## src/rtl/switch_conditioner_pkg.sv

```systemverilog
// Shared types and helpers for the slide-switch conditioner.
// The optional IRQ output is enabled with SWITCH_CONDITIONER_IRQ_EN.
package switch_conditioner_pkg;

    typedef enum logic {ST_STABLE, ST_COUNTING} db_state_t;

    localparam int DEFAULT_DEBOUNCE_CYCLES = 500000;

    // Counter width for a debounce window; never narrower than one bit.
    function automatic int cnt_width(input int cycles);
        int w;
        w = $clog2(cycles);
        return (w < 1) ? 1 : w;
    endfunction

endpackage

```

## src/rtl/switch_conditioner_bit.sv

```systemverilog
// One switch bit: 2-FF synchroniser, debounce FSM, edge pulses and sticky change flag.
// Exposes next-flag value for the IRQ term only when SWITCH_CONDITIONER_IRQ_EN is defined.
module debounce_bit
    import switch_conditioner_pkg::*;
#(
    parameter int   DEBOUNCE_CYCLES = DEFAULT_DEBOUNCE_CYCLES,
    parameter logic RESET_VAL       = 1'b0
) (
    input  logic clk,
    input  logic reset,
    input  logic i_sw_raw,
    input  logic i_chg_clr,
    output logic o_sw_db,
    output logic o_sw_rise,
    output logic o_sw_fall,
    output logic o_chg_flag
`ifdef SWITCH_CONDITIONER_IRQ_EN
    ,
    output logic o_chg_flag_next
`endif
);

    localparam int             CW       = cnt_width(DEBOUNCE_CYCLES);
    localparam logic [CW-1:0]  CNT_LAST = CW'(DEBOUNCE_CYCLES - 1);

    logic          r_s1;
    logic          r_s2;
    db_state_t     r_state;
    logic [CW-1:0] r_cnt;
    logic          r_db;
    logic          r_rise;
    logic          r_fall;
    logic          r_flag;

    db_state_t     w_state_nxt;
    logic [CW-1:0] w_cnt_nxt;
    logic          w_accept;
    logic          w_flag_nxt;

    always_comb begin
        w_state_nxt = r_state;
        w_cnt_nxt   = r_cnt;
        w_accept    = 1'b0;
        case (r_state)
            ST_STABLE: begin
                if (r_s2 != r_db) begin
                    w_state_nxt = ST_COUNTING;
                    w_cnt_nxt   = '0;
                end
            end
            ST_COUNTING: begin
                // Any bounce back to the accepted level restarts the whole window.
                if (r_s2 == r_db) begin
                    w_state_nxt = ST_STABLE;
                    w_cnt_nxt   = '0;
                end else if (r_cnt == CNT_LAST) begin
                    w_accept    = 1'b1;
                    w_state_nxt = ST_STABLE;
                    w_cnt_nxt   = '0;
                end else begin
                    w_cnt_nxt   = r_cnt + CW'(1);
                end
            end
            default: begin
                w_state_nxt = ST_STABLE;
                w_cnt_nxt   = '0;
            end
        endcase
    end

    // A new accepted level beats a simultaneous clear strobe.
    assign w_flag_nxt = w_accept | (r_flag & ~i_chg_clr);

    always_ff @(posedge clk) begin
        if (reset) begin
            r_s1    <= RESET_VAL;
            r_s2    <= RESET_VAL;
            r_state <= ST_STABLE;
            r_cnt   <= '0;
            r_db    <= RESET_VAL;
            r_rise  <= 1'b0;
            r_fall  <= 1'b0;
            r_flag  <= 1'b0;
        end else begin
            r_s1    <= i_sw_raw;
            r_s2    <= r_s1;
            r_state <= w_state_nxt;
            r_cnt   <= w_cnt_nxt;
            if (w_accept) begin
                r_db <= r_s2;
            end
            r_rise  <= w_accept & r_s2;
            r_fall  <= w_accept & ~r_s2;
            r_flag  <= w_flag_nxt;
        end
    end

    assign o_sw_db    = r_db;
    assign o_sw_rise  = r_rise;
    assign o_sw_fall  = r_fall;
    assign o_chg_flag = r_flag;
`ifdef SWITCH_CONDITIONER_IRQ_EN
    assign o_chg_flag_next = w_flag_nxt;
`endif

endmodule

```

## src/rtl/switch_conditioner.sv

```systemverilog
// Conditions WIDTH slide-switch bits for the Nios II input PIO.
// Define SWITCH_CONDITIONER_IRQ_EN to add the masked irq output.
module switch_conditioner
    import switch_conditioner_pkg::*;
#(
    parameter int               WIDTH           = 2,
    parameter int               DEBOUNCE_CYCLES = DEFAULT_DEBOUNCE_CYCLES,
    parameter logic [WIDTH-1:0] RESET_VAL       = '0
) (
    input  logic             clk,
    input  logic             reset,
    input  logic [WIDTH-1:0] sw_raw,
    output logic [WIDTH-1:0] sw_db,
    output logic [WIDTH-1:0] sw_rise,
    output logic [WIDTH-1:0] sw_fall,
    output logic [WIDTH-1:0] chg_flag,
    input  logic [WIDTH-1:0] chg_clr
`ifdef SWITCH_CONDITIONER_IRQ_EN
    ,
    input  logic [WIDTH-1:0] irq_mask,
    output logic             irq
`endif
);

`ifdef SWITCH_CONDITIONER_IRQ_EN
    logic [WIDTH-1:0] w_flag_next;
    logic             r_irq;
`endif

    for (genvar g = 0; g < WIDTH; g++) begin : g_bit
        debounce_bit #(
            .DEBOUNCE_CYCLES (DEBOUNCE_CYCLES),
            .RESET_VAL       (RESET_VAL[g])
        ) u_bit (
            .clk             (clk),
            .reset           (reset),
            .i_sw_raw        (sw_raw[g]),
            .i_chg_clr       (chg_clr[g]),
            .o_sw_db         (sw_db[g]),
            .o_sw_rise       (sw_rise[g]),
            .o_sw_fall       (sw_fall[g]),
            .o_chg_flag      (chg_flag[g])
`ifdef SWITCH_CONDITIONER_IRQ_EN
            ,
            .o_chg_flag_next (w_flag_next[g])
`endif
        );
    end

`ifdef SWITCH_CONDITIONER_IRQ_EN
    // Built from next-flag values so irq rises on the same edge as the flag.
    always_ff @(posedge clk) begin
        if (reset) begin
            r_irq <= 1'b0;
        end else begin
            r_irq <= |(w_flag_next & irq_mask);
        end
    end

    assign irq = r_irq;
`endif

endmodule

```

## config.mk

```make
export PLATFORM = sky130hd
export DESIGN_NAME = switch_conditioner
export DESIGN_NICKNAME = d
export VERILOG_FILES = /design/src/rtl/switch_conditioner_pkg.sv /design/src/rtl/switch_conditioner_bit.sv /design/src/rtl/switch_conditioner.sv
export SDC_FILE = /design/constraint.sdc
export NUM_CORES = 1
export LEC_CHECK = 0
export ABC_CLOCK_PERIOD_IN_PS = 3900
export CORE_ASPECT_RATIO = 0.8
export CORE_MARGIN = 2
export CORE_UTILIZATION = 35
export DETAILED_ROUTE_END_ITERATION = 16
export PLACE_DENSITY_LB_ADDON = 0.3
export RECOVER_POWER = 25
export SYNTH_ARGS = -nofsm -noshare
export SYNTH_HDL_FRONTEND = slang
export SYNTH_HIERARCHICAL = 1
export SYNTH_SLANG_ARGS = --single-unit
export TNS_END_PERCENT = 5
```

## constraint.sdc

```tcl
create_clock -name clk -period 3.9 [get_ports clk]
set_input_delay 0.78 -clock clk [delete_from_list [all_inputs] [get_ports clk]]
set_output_delay 0.78 -clock clk [all_outputs]
set_load 0.05 [all_outputs]
```

==> metrics.cfg, run 1 <==
[final_layout]
antenna_cells = 0
final_cells = 412
layout.nets = 329
drive_gt1_frac = 0.0683
area_growth_pct = 10.5
multi_input_area_mm2 = 0.00142
final_common_cell = dfxtp_1
fill_cells = 737
final_cell_mix = dfxtp_1, nand3_1, nand2_1, a21oi_1
ff_latch_area_mm2 = 0.00104

[clocking]
htreeDepth = 2
tritoncts = done
cts_setup_buffers = 0
holdBufCountCts = 0
clockBufferDepth = 2
cts-buffers-inserted = 5
cts-root-buf = clkbuf_8
cts_num_sinks = 52
clk_latency_ns = 0.30
clk_pin_slew_ns = 0.09
post_cts_resized = 0

[sta]
maxSlewViolCount = 0
fin_crit_sh = 0.718
setup_viol = 0
fin_setup_tns_ns = 0
tightest_slew_ns = 1.19
rsz0062_at_grt = no
finalHoldViolCount = 0
fin_skew_ns = 0.00661
fmax_mhz = 357
period_needed_ns = 2.80
relSlewSlack = 0.194

[logic_synthesis]
synth_seq_cells = 52
syn_inst = 306
syn_area_mm2 = 0.00261
synth_area_leaders = dfxtp_1, nand3_1, mux2i_1
yosys_warnings = 6
ys_seq_area_frac = 0.399
synth-edff-count = 0
yosys.area.top_type = dfxtp_1
synth_nets = 314
yosysTopAreaCellShare = 0.399
ys_types = 39
synth-main-ff-cell = dfxtp_1
async_flop_share = 0
avgSynthCellArea_um2 = 8.52

[route]
wl_per_cell_um = 13.2
drt_iter0_markers = 164
vias = 2203
post_drt_via_cell_ratio = 5.35
drc_errors = 0
drt_pass1_iterations = 5
finalWirelength_um = 5440
antenna_left = 0

[pwr]
leakagePower_nw = 0.907
irDropWorstVdd_mv = 0.138
p_per_area_mw_per_mm2 = 309

[critical_path]
setup.worst_path.class = flip-flop to flip-flop
cp-end-kind = flip-flop
start_kind = flip-flop
arrival_ns = 3.00
slowest_delay_ns = 1.02
crit_chain = ha_1 -> nand3_1 -> nor4b_1 -> nand3_1 -> nor4b_1
cpMaxStageDelayCell = nor4b_1
path_max_fanout = 9
required_ns = 4.10

[die]
core.rowCount = 28
dieHeight_um = 81.2
die_x_um = 101
initial_core_util = 0.356
num_io_pins = 14
die_area_mm2 = 0.00816
core-area_mm2 = 0.00732

[grt]
grt_max_degree = 20
grt_pass1_vias = 1895
grt_pass1_wl_um = 9090
grt_overflow = 0
track_usage = 0.141
grt_antenna_before_repair = 0

[placed_design]
dp.cells = 404
port_buffers = 13
hpwl_um = 3840
place.gp.congestion = 0.814

[hold_path]
holdCritPathClass = flip-flop to flip-flop

[job]
drv_cap = 0

[run_status]
status = complete, no violations

==> report_power, final <==
part	total (mW)	internal, mW	switching [mW]
clock network	0.319	0.142	0.177
registers	0.535	0.533	0.00227
logic	0.0353	0.0149	0.0204
total	0.890	0.690	0.199
==> cell families after synthesis <==
group,after synthesis,synth area share
adders and majority gates,2,0.00960
muxes,12,0.0461
buffers and inverters,26,0.0451
DFF,52,0.399
and+or+nand+nor,150,0.340
AOI/OAI and AO/OA,60,0.141
xor gates and xnor gates,4,0.0192
==> critical path, delay by kind of cell, from the launching register on <==
kind	cells	cell delay (ns)
and+or+nand+nor	4	1.90
adders and majority gates	1	0.40
DFF	1	0.40
==> sequential cells by signal, indices dropped and copies added, names as in the netlist <==
| name | flops |
|---|---|
| g_bit.u_bit/o_chg_flag | 2 |
| g_bit.u_bit/o_sw_rise | 2 |
| g_bit.u_bit/o_sw_db | 2 |
| g_bit.u_bit/r_state | 2 |
| g_bit.u_bit/o_sw_fall | 2 |
| g_bit.u_bit/r_s2 | 2 |
| g_bit.u_bit/r_cnt | 38 |
| g_bit.u_bit/r_s1 | 2 |
==> metrics by stage <==
step                      worst slack, ns  cell area [um^2]  hold WS (ns)  power [mW]   util
after CTS                            1.50              2920         0.447       0.907  0.398
final                                1.10              2880         0.446       0.890  0.394
after global placement               1.33              2820         0.419       0.583  0.386
after detailed placement             1.28              2820         0.423       0.584  0.386
after floorplan                      1.98              2610         0.414       0.570      -
after global routing                0.704              2880         0.463       0.929  0.394
==> layer usage <==
metal | wire [um] | vias to the layer above | global-route usage | part of all wire
met5 | 0 | - | 0 | 0
met4 | 61 | 0 | 0.0507 | 0.011
met3 | 204 | 5 | 0.0310 | 0.038
met2 | 2220 | 32 | 0.198 | 0.41
met1 | 2950 | 1026 | 0.208 | 0.54
li1 | - | 1140 | - | -
==> final cells by class <==
cell class | instances | share of cell area
well taps | 90 | 0.0391
flip-flops and latches | 52 | 0.361
clock buffers | 6 | 0.0287
clock inverters | 2 | 0.00347
multi-input cells | 228 | 0.492
inverters | 18 | 0.0234
repair buffers | 16 | 0.0517
==> cells in the mapped netlist (4+ instances only) <==
cell type / instances
dfxtp_1: 52
nand3_1: 36
nand2_1: 24
a21oi_1: 22
inv_1: 18
nor2_1: 18
o21ai_0: 18
nand4_1: 14
mux2i_1: 12
or3_1: 12
nor3_1: 8
nor2b_1: 6
a21oi_2: 4
and2_1: 4
and4_1: 4
buf_2: 4
nand2b_1: 4
nor4b_1: 4
==> path summary, 6_finish.rpt <==
kind                            from                  endpoint  slack, ns  cells past startpoint
max reg2reg  g_bit[1].u_bit/r_cnt[0]  g_bit[1].u_bit/o_sw_fall       1.10                      5
max          g_bit[1].u_bit/r_cnt[0]  g_bit[1].u_bit/o_sw_fall       1.10                      5
min              g_bit[1].u_bit/r_s1       g_bit[1].u_bit/r_s2       0.45                      1
min reg2reg      g_bit[1].u_bit/r_s1       g_bit[1].u_bit/r_s2       0.45                      1
Power figures use the tool's default switching activity.
==> run 2, diff against run 1 <==
ABC_CLOCK_PERIOD_IN_PS = 2300   (was 3900)
clock period = 2.3 ns   (was 3.9 ns; I/O delays follow)
==> run 2 against run 1 <==
Against the previous run: register-to-register slack worse by 0.72 ns; clock skew up 0.0028 ns; die area stayed put; global-route usage increased by 0.82 points; final area up 4.3%; sequential share of layout area decreased by 1.5 points; first-iteration DRC count shrank 21%; clock power rose by 110%; flip-flop and latch count unchanged; largest cell class unchanged.
==> metrics.cfg, run 2 (synthesis results as in run 1) <==
[grt]
grt_overflow = 0  ; unchanged
grt_pass1_vias = 2022  ; +6.7%
grt_pass1_wl_um = 9610  ; +5.7%
grt_max_degree = 20  ; unchanged
grt_antenna_before_repair = 0  ; unchanged
track_usage = 0.149  ; +0.00823

[sta]
rsz0062_at_grt = no
period_needed_ns = 2.06
fin_crit_sh = 0.896
fin_setup_tns_ns = 0  ; unchanged
setup_viol = 0  ; unchanged
maxSlewViolCount = 0  ; unchanged
tightest_slew_ns = 0.660  ; -0.532 ns
finalHoldViolCount = 0  ; unchanged
relSlewSlack = 0.556  ; +0.362
fmax_mhz = 485
fin_skew_ns = 0.00941  ; +0.00280 ns

[pwr]
irDropWorstVdd_mv = 0.244  ; +76%
switching_share = 0.205  ; -0.0193
p_per_area_mw_per_mm2 = 550  ; +78%
p_clk_frac = 0.414  ; +0.056
pwr-share-seq = 0.550  ; -0.052
comb_power_share = 0.036  ; -0.004
switchingPower_uw = 338  ; +70%
internal_power_mw = 1.31  ; +90%
leakagePower_nw = 0.982  ; +8.4%

[critical_path]
cp-end-kind = output pin
path_max_fanout = 5  ; -4
ff2ff_path_depth = 6  ; +1
rr_startpoint = g_bit[1].u_bit/r_cnt[10]
crit_chain = clkdlybuf4s50_1
cpMaxStageDelayCell = clkdlybuf4s50_1
timing.critical_path.max_delay_family = buffers and inverters
rrSetupSlack_ns = 0.38  ; -0.72 ns
slowest_delay_ns = 0.85  ; -0.17 ns
setup.worst_path.class = flip-flop to output pin
arrival_ns = 1.60  ; -1.40 ns
start_kind = flip-flop
required_ns = 1.84  ; -2.26 ns
crit_buf_inv = 1  ; +1
r2r_end = g_bit[1].u_bit/r_cnt[12]
startpoint = g_bit[0].u_bit/o_sw_db

[hold_path]
holdCritPathClass = flip-flop to flip-flop
hp-start = g_bit[0].u_bit/r_s1
holdPathEnd = g_bit[0].u_bit/r_s2
holdPathStages = 1  ; unchanged

[final_layout]
antenna_cells = 0  ; unchanged
fill_cells = 767  ; +4.1%
regMostFlops = g_bit.u_bit/r_cnt
final_cells = 421  ; +2.2%
postLayoutCellArea_mm2 = 0.00300  ; +4.3%
final_common_cell = dfxtp_1
layout.nets = 338  ; +2.7%
largest_reg_flops = 38  ; unchanged
drive_gt1_frac = 0.0967  ; +0.0284
final_cell_mix = dfxtp_1, nand3_1, nand2_1, a21oi_1
area_growth_pct = 15.2

[clocking]
tritoncts = done
clockBufferDepth = 2  ; unchanged
cts-root-buf = clkbuf_8
clk_latency_ns = 0.31  ; about the same
cts-buffers-inserted = 5  ; unchanged
clk_pin_slew_ns = 0.09  ; about the same
holdBufCountCts = 0  ; unchanged
htreeDepth = 2  ; unchanged
post_cts_resized = 0  ; unchanged
cts_num_sinks = 52  ; unchanged
cts_setup_buffers = 0  ; unchanged

[route]
drt_pass1_iterations = 4  ; -1
top_layer_used = met4
drt_iter0_markers = 129  ; -21%
wl_per_cell_um = 13.3  ; +0.65%
finalWirelength_um = 5590  ; +2.8%
route.met3.wl_um = 247  ; +21%
wl_met1_um = 2950  ; about the same
drc_errors = 0  ; unchanged
post_drt_via_cell_ratio = 5.41  ; +1.2%
vias = 2279  ; +3.4%
met2_length_um = 2320  ; +4.3%
antenna_left = 0  ; unchanged

[placed_design]
post_dp_cell_area_mm2 = 0.00289  ; +2.4%
dp.cells = 413  ; +2.2%
place.gp.congestion = 0.817  ; +0.37%
hpwl_um = 4030  ; +4.9%
port_buffers = 13  ; unchanged

[die]
dieHeight_um = 81.2  ; unchanged
die_area_mm2 = 0.00816  ; unchanged
die_x_um = 101  ; unchanged
num_io_pins = 14  ; unchanged
core-area_mm2 = 0.00732  ; unchanged
core.rowCount = 28  ; unchanged
initial_core_util = 0.356  ; unchanged

[run_status]
status = complete, no violations

[job]
drv_cap = 0  ; unchanged

==> run 2: per-layer routing <==
| metal | track usage | vias to the layer above |
|---|---|---|
| met5 | 0 | - |
| met4 | 0.0493 | 0 |
| met3 | 0.0336 | 8 |
| met2 | 0.215 | 32 |
| met1 | 0.217 | 1073 |
| li1 | - | 1166 |
==> run 2: worst max-delay path by stage <==
stage	cells past startpoint	end	slack, ns
4_1_cts	1	sw_db[0]	0.21
3_3_place_gp	5	g_bit[1].u_bit/r_cnt[18]	0.32
3_5_place_dp	5	g_bit[1].u_bit/r_cnt[8]	0.27
6_report	1	sw_db[0]	0.24
5_1_grt	6	g_bit[0].u_bit/r_cnt[2]	0.09
2_1_floorplan	5	g_bit[0].u_bit/r_cnt[18]	0.38
==> run 2: layout make-up <==
class                   instances  area (um^2)  share of cell area
clock buffers                   7         96.3              0.0321
clock inverters                 1         30.0              0.0100
inverters                      18         67.6              0.0225
multi-input cells             228         1450               0.482
flip-flops and latches         52         1040               0.347
well taps                      90          113              0.0375
repair buffers                 25          208              0.0691
==> run 2: metrics by stage <==
stage	power [mW]	setup slack [ns]	utilization	hold WS [ns]
floorplan	0.967	0.381	-	0.414
global placement	0.990	0.316	0.395	0.420
detailed placement	0.991	0.267	0.395	0.421
CTS	1.68	0.208	0.412	0.443
global route	1.72	0.0867	0.410	0.460
finish	1.65	0.239	0.410	0.440
==> run 2: power by group through the flow <==
| stage | clock (mW) | combinational (mW) | sequential [mW] |
|---|---|---|---|
| detailed placement | 0 | 0.0622 | 0.929 |
| finish | 0.684 | 0.0589 | 0.908 |
| global route | 0.744 | 0.0673 | 0.909 |
| global placement | 0 | 0.0614 | 0.929 |
| CTS | 0.710 | 0.0631 | 0.908 |
| floorplan | 0 | 0.0389 | 0.928 |
==> run 3, diff against run 2 <==
ABC_AREA = 1   (was default)
CTS_BUF_LIST = sky130_fd_sc_hd__clkbuf_4   (was default)
TNS_END_PERCENT = 30   (was 5)
==> run 3 against run 2 <==
Against the previous run: non-clock buffer count decreased by 10; final area up 6.5%; utilization fell by 2.8 points.
==> metrics.cfg, run 3 <==
[run_status]
status = complete, no violations

[hold_path]
holdPathStages = 2  ; +1
hp-start = g_bit[1].u_bit/r_s1
holdCritPathClass = flip-flop to flip-flop
holdPathEnd = g_bit[1].u_bit/r_s2

[placed_design]
port_buffers = 13  ; unchanged
post_dp_cell_area_mm2 = 0.00318  ; +10%
dp.cells = 581  ; +41%
place.gp.congestion = 0.884  ; +8.2%
pre_cts_ws_ns = 0.568  ; +0.301 ns
hpwl_um = 5270  ; +31%

[final_layout]
fin_util = 0.382  ; -0.0281
antenna_cells = 0  ; unchanged
postLayoutCellArea_mm2 = 0.00320  ; +6.5%
largest_reg_flops = 38  ; unchanged
final_cells = 589  ; +40%
layout.nets = 484  ; +43%
area_growth_pct = 7.62
drive_gt1_frac = 0.0419  ; -0.0547
final_common_cell = nand2_1
final_cell_mix = nand2_1, inv_1, nor2_1, dfxtp_1, a21oi_1
regMostFlops = g_bit.u_bit/r_cnt

[sta]
finalHoldViolCount = 0  ; unchanged
fin_crit_sh = 0.926  ; +0.0297
hold_slack_ns = 0.417  ; -0.0221 ns
rsz0062_at_grt = no
fin_setup_tns_ns = 0  ; unchanged
setup_viol = 0  ; unchanged
finalWorstSetupSlack_ns = 0.171  ; -0.0682 ns
relSlewSlack = 0.454  ; -0.102
fin_skew_ns = 0.0245  ; +0.0151 ns
maxSlewViolCount = 0  ; unchanged
tightest_slew_ns = 0.819  ; +0.159 ns
fmax_mhz = 470  ; -3.2%
period_needed_ns = 2.13  ; +0.0682 ns

[logic_synthesis]
yosys_warnings = 6  ; unchanged
async_flop_share = 0  ; unchanged
avgSynthCellArea_um2 = 6.41  ; -25%
ys_seq_area_frac = 0.350  ; -0.0491
synth-xor-area-share = 0.0227  ; +0.00353
synth-edff-count = 0  ; unchanged
synth-compound-area-share = 0.120  ; -0.0207
yosys.area.top_type = dfxtp_1
yosysTopAreaCellShare = 0.350  ; -0.0491
syn_inst = 464  ; +52%
ys_types = 23  ; -41%
synth-main-ff-cell = dfxtp_1
synth_seq_cells = 52  ; unchanged
synth_top_family_by_area = simple AND/OR/NAND/NOR gates
yosysMostFrequentCell = nand2_1
synth_area_leaders = dfxtp_1, nand2_1, inv_1
synthSimpleGateAreaFrac = 0.396  ; +0.0567
yosys.area_share.adder = 0.00842  ; -0.00118
synth_nets = 472  ; +50%
synth_top_cells_by_count = nand2_1, inv_1, nor2_1, dfxtp_1, a21oi_1
syn_area_mm2 = 0.00297  ; +14%
muxShareOfSynthArea = 0  ; -0.0461

[critical_path]
crit_chain = clkdlybuf4s50_1
start_kind = flip-flop
required_ns = 1.84  ; about the same
path_max_fanout = 4  ; -1
crit_buf_inv = 1  ; unchanged
ff2ff_path_depth = 5  ; -1
rrSetupSlack_ns = 0.36  ; -0.02 ns
r2r_end = g_bit[0].u_bit/r_cnt[2]
rr_startpoint = g_bit[0].u_bit/o_sw_db
cpMaxStageDelayCell = clkdlybuf4s50_1
arrival_ns = 1.67  ; +0.07 ns
setup.worst_path.class = flip-flop to output pin
slowest_delay_ns = 0.84  ; about the same
timing.critical_path.max_delay_family = buffers and inverters
cp-end-kind = output pin

[grt]
grt_pass1_wl_um = 12100  ; +26%
grt_overflow = 0  ; unchanged
grt_max_degree = 18  ; -10%
track_usage = 0.161  ; +0.0119
grt_pass1_vias = 2553  ; +26%
grt_antenna_before_repair = 0  ; unchanged

[die]
core.rowCount = 30  ; +7.1%
die_area_mm2 = 0.00925  ; +13%
num_io_pins = 14  ; unchanged
die_x_um = 107  ; +6.5%
initial_core_util = 0.355  ; -0.000961
dieHeight_um = 86.4  ; +6.4%
core-area_mm2 = 0.00837  ; +14%

[pwr]
irDropWorstVdd_mv = 0.184  ; -24%
power_mw = 1.38  ; -16%
p_per_area_mw_per_mm2 = 431  ; -22%
leakagePower_nw = 1.08  ; +10%

[route]
drt_pass1_iterations = 5  ; +1
antenna_left = 0  ; unchanged
wl_per_cell_um = 11.9  ; -10%
post_drt_via_cell_ratio = 4.89  ; -9.7%
drc_errors = 0  ; unchanged
vias = 2879  ; +26%
finalWirelength_um = 7040  ; +26%
drt_iter0_markers = 200  ; +55%

[clocking]
cts_setup_buffers = 0  ; unchanged
clockBufferDepth = 2  ; unchanged
tritoncts = done
post_cts_resized = 0  ; unchanged
holdBufCountCts = 0  ; unchanged
htreeDepth = 2  ; unchanged
clk_pin_slew_ns = 0.17  ; +0.08 ns
cts-root-buf = clkbuf_4
cts_num_sinks = 52  ; unchanged
clk_latency_ns = 0.37  ; +0.06 ns
cts-buffers-inserted = 5  ; unchanged

[job]
drv_cap = 0  ; unchanged

run 3: cell count changes in the layout (fill, tap and decap cells not counted), moves of 8 or more:
cell	delta
a21oi_1	+10
buf_4	-8
inv_1	+42
mux2i_1	-12
nand2_1	+132
nand3_1	-10
nand4_1	+12
nor2_1	+40
or3_1	-12
run 3: area by class of cell:
type,count,area (um^2)
sequential,52,1040
multi-input combinational,342,1600
tap,112,140
clock inverter,3,18.8
timing repair buffer,15,138
fill,906,5170
inverter,60,225
clock buffer,5,37.5
run 3: worst max-delay path by stage:
stage / start / end / slack, ns / depth (start not counted)
floorplan: g_bit[0].u_bit/o_sw_db / g_bit[0].u_bit/r_cnt[17] / 0.69 / 6
global placement: reset / g_bit[1].u_bit/r_cnt[2] / 0.61 / 4
detailed placement: reset / g_bit[0].u_bit/r_cnt[2] / 0.57 / 4
CTS: g_bit[1].u_bit/o_sw_db / sw_db[1] / 0.15 / 1
global route: g_bit[1].u_bit/o_sw_db / sw_db[1] / 0.12 / 1
finish: g_bit[1].u_bit/o_sw_db / sw_db[1] / 0.17 / 1
run 3: logic make-up after synthesis:
family	count (synthesis)
compound gates	58
fa+ha+maj	2
simple gates	276
flops	52
buf+inv	70
xor+xnor	6
run 3: metal layers:
layer  vias to the layer above  global-route usage  part of all wire  routed length (um)
met2                        56               0.221              0.39                2710
met5                         -                   0                 0                   0
li1                       1509                   -                 -                   -
met4                         0              0.0413            0.0080                  56
met1                      1310               0.250              0.56                3940
met3                         4              0.0346             0.046                 327
run 3: power breakdown:
| group | internal [mW] | leakage (nW) | switching [mW] |
|---|---|---|---|
| registers | 0.906 | 0.420 | 0.00327 |
| logic | 0.0168 | 0.637 | 0.0428 |
| clock network | 0.116 | 0.0249 | 0.296 |
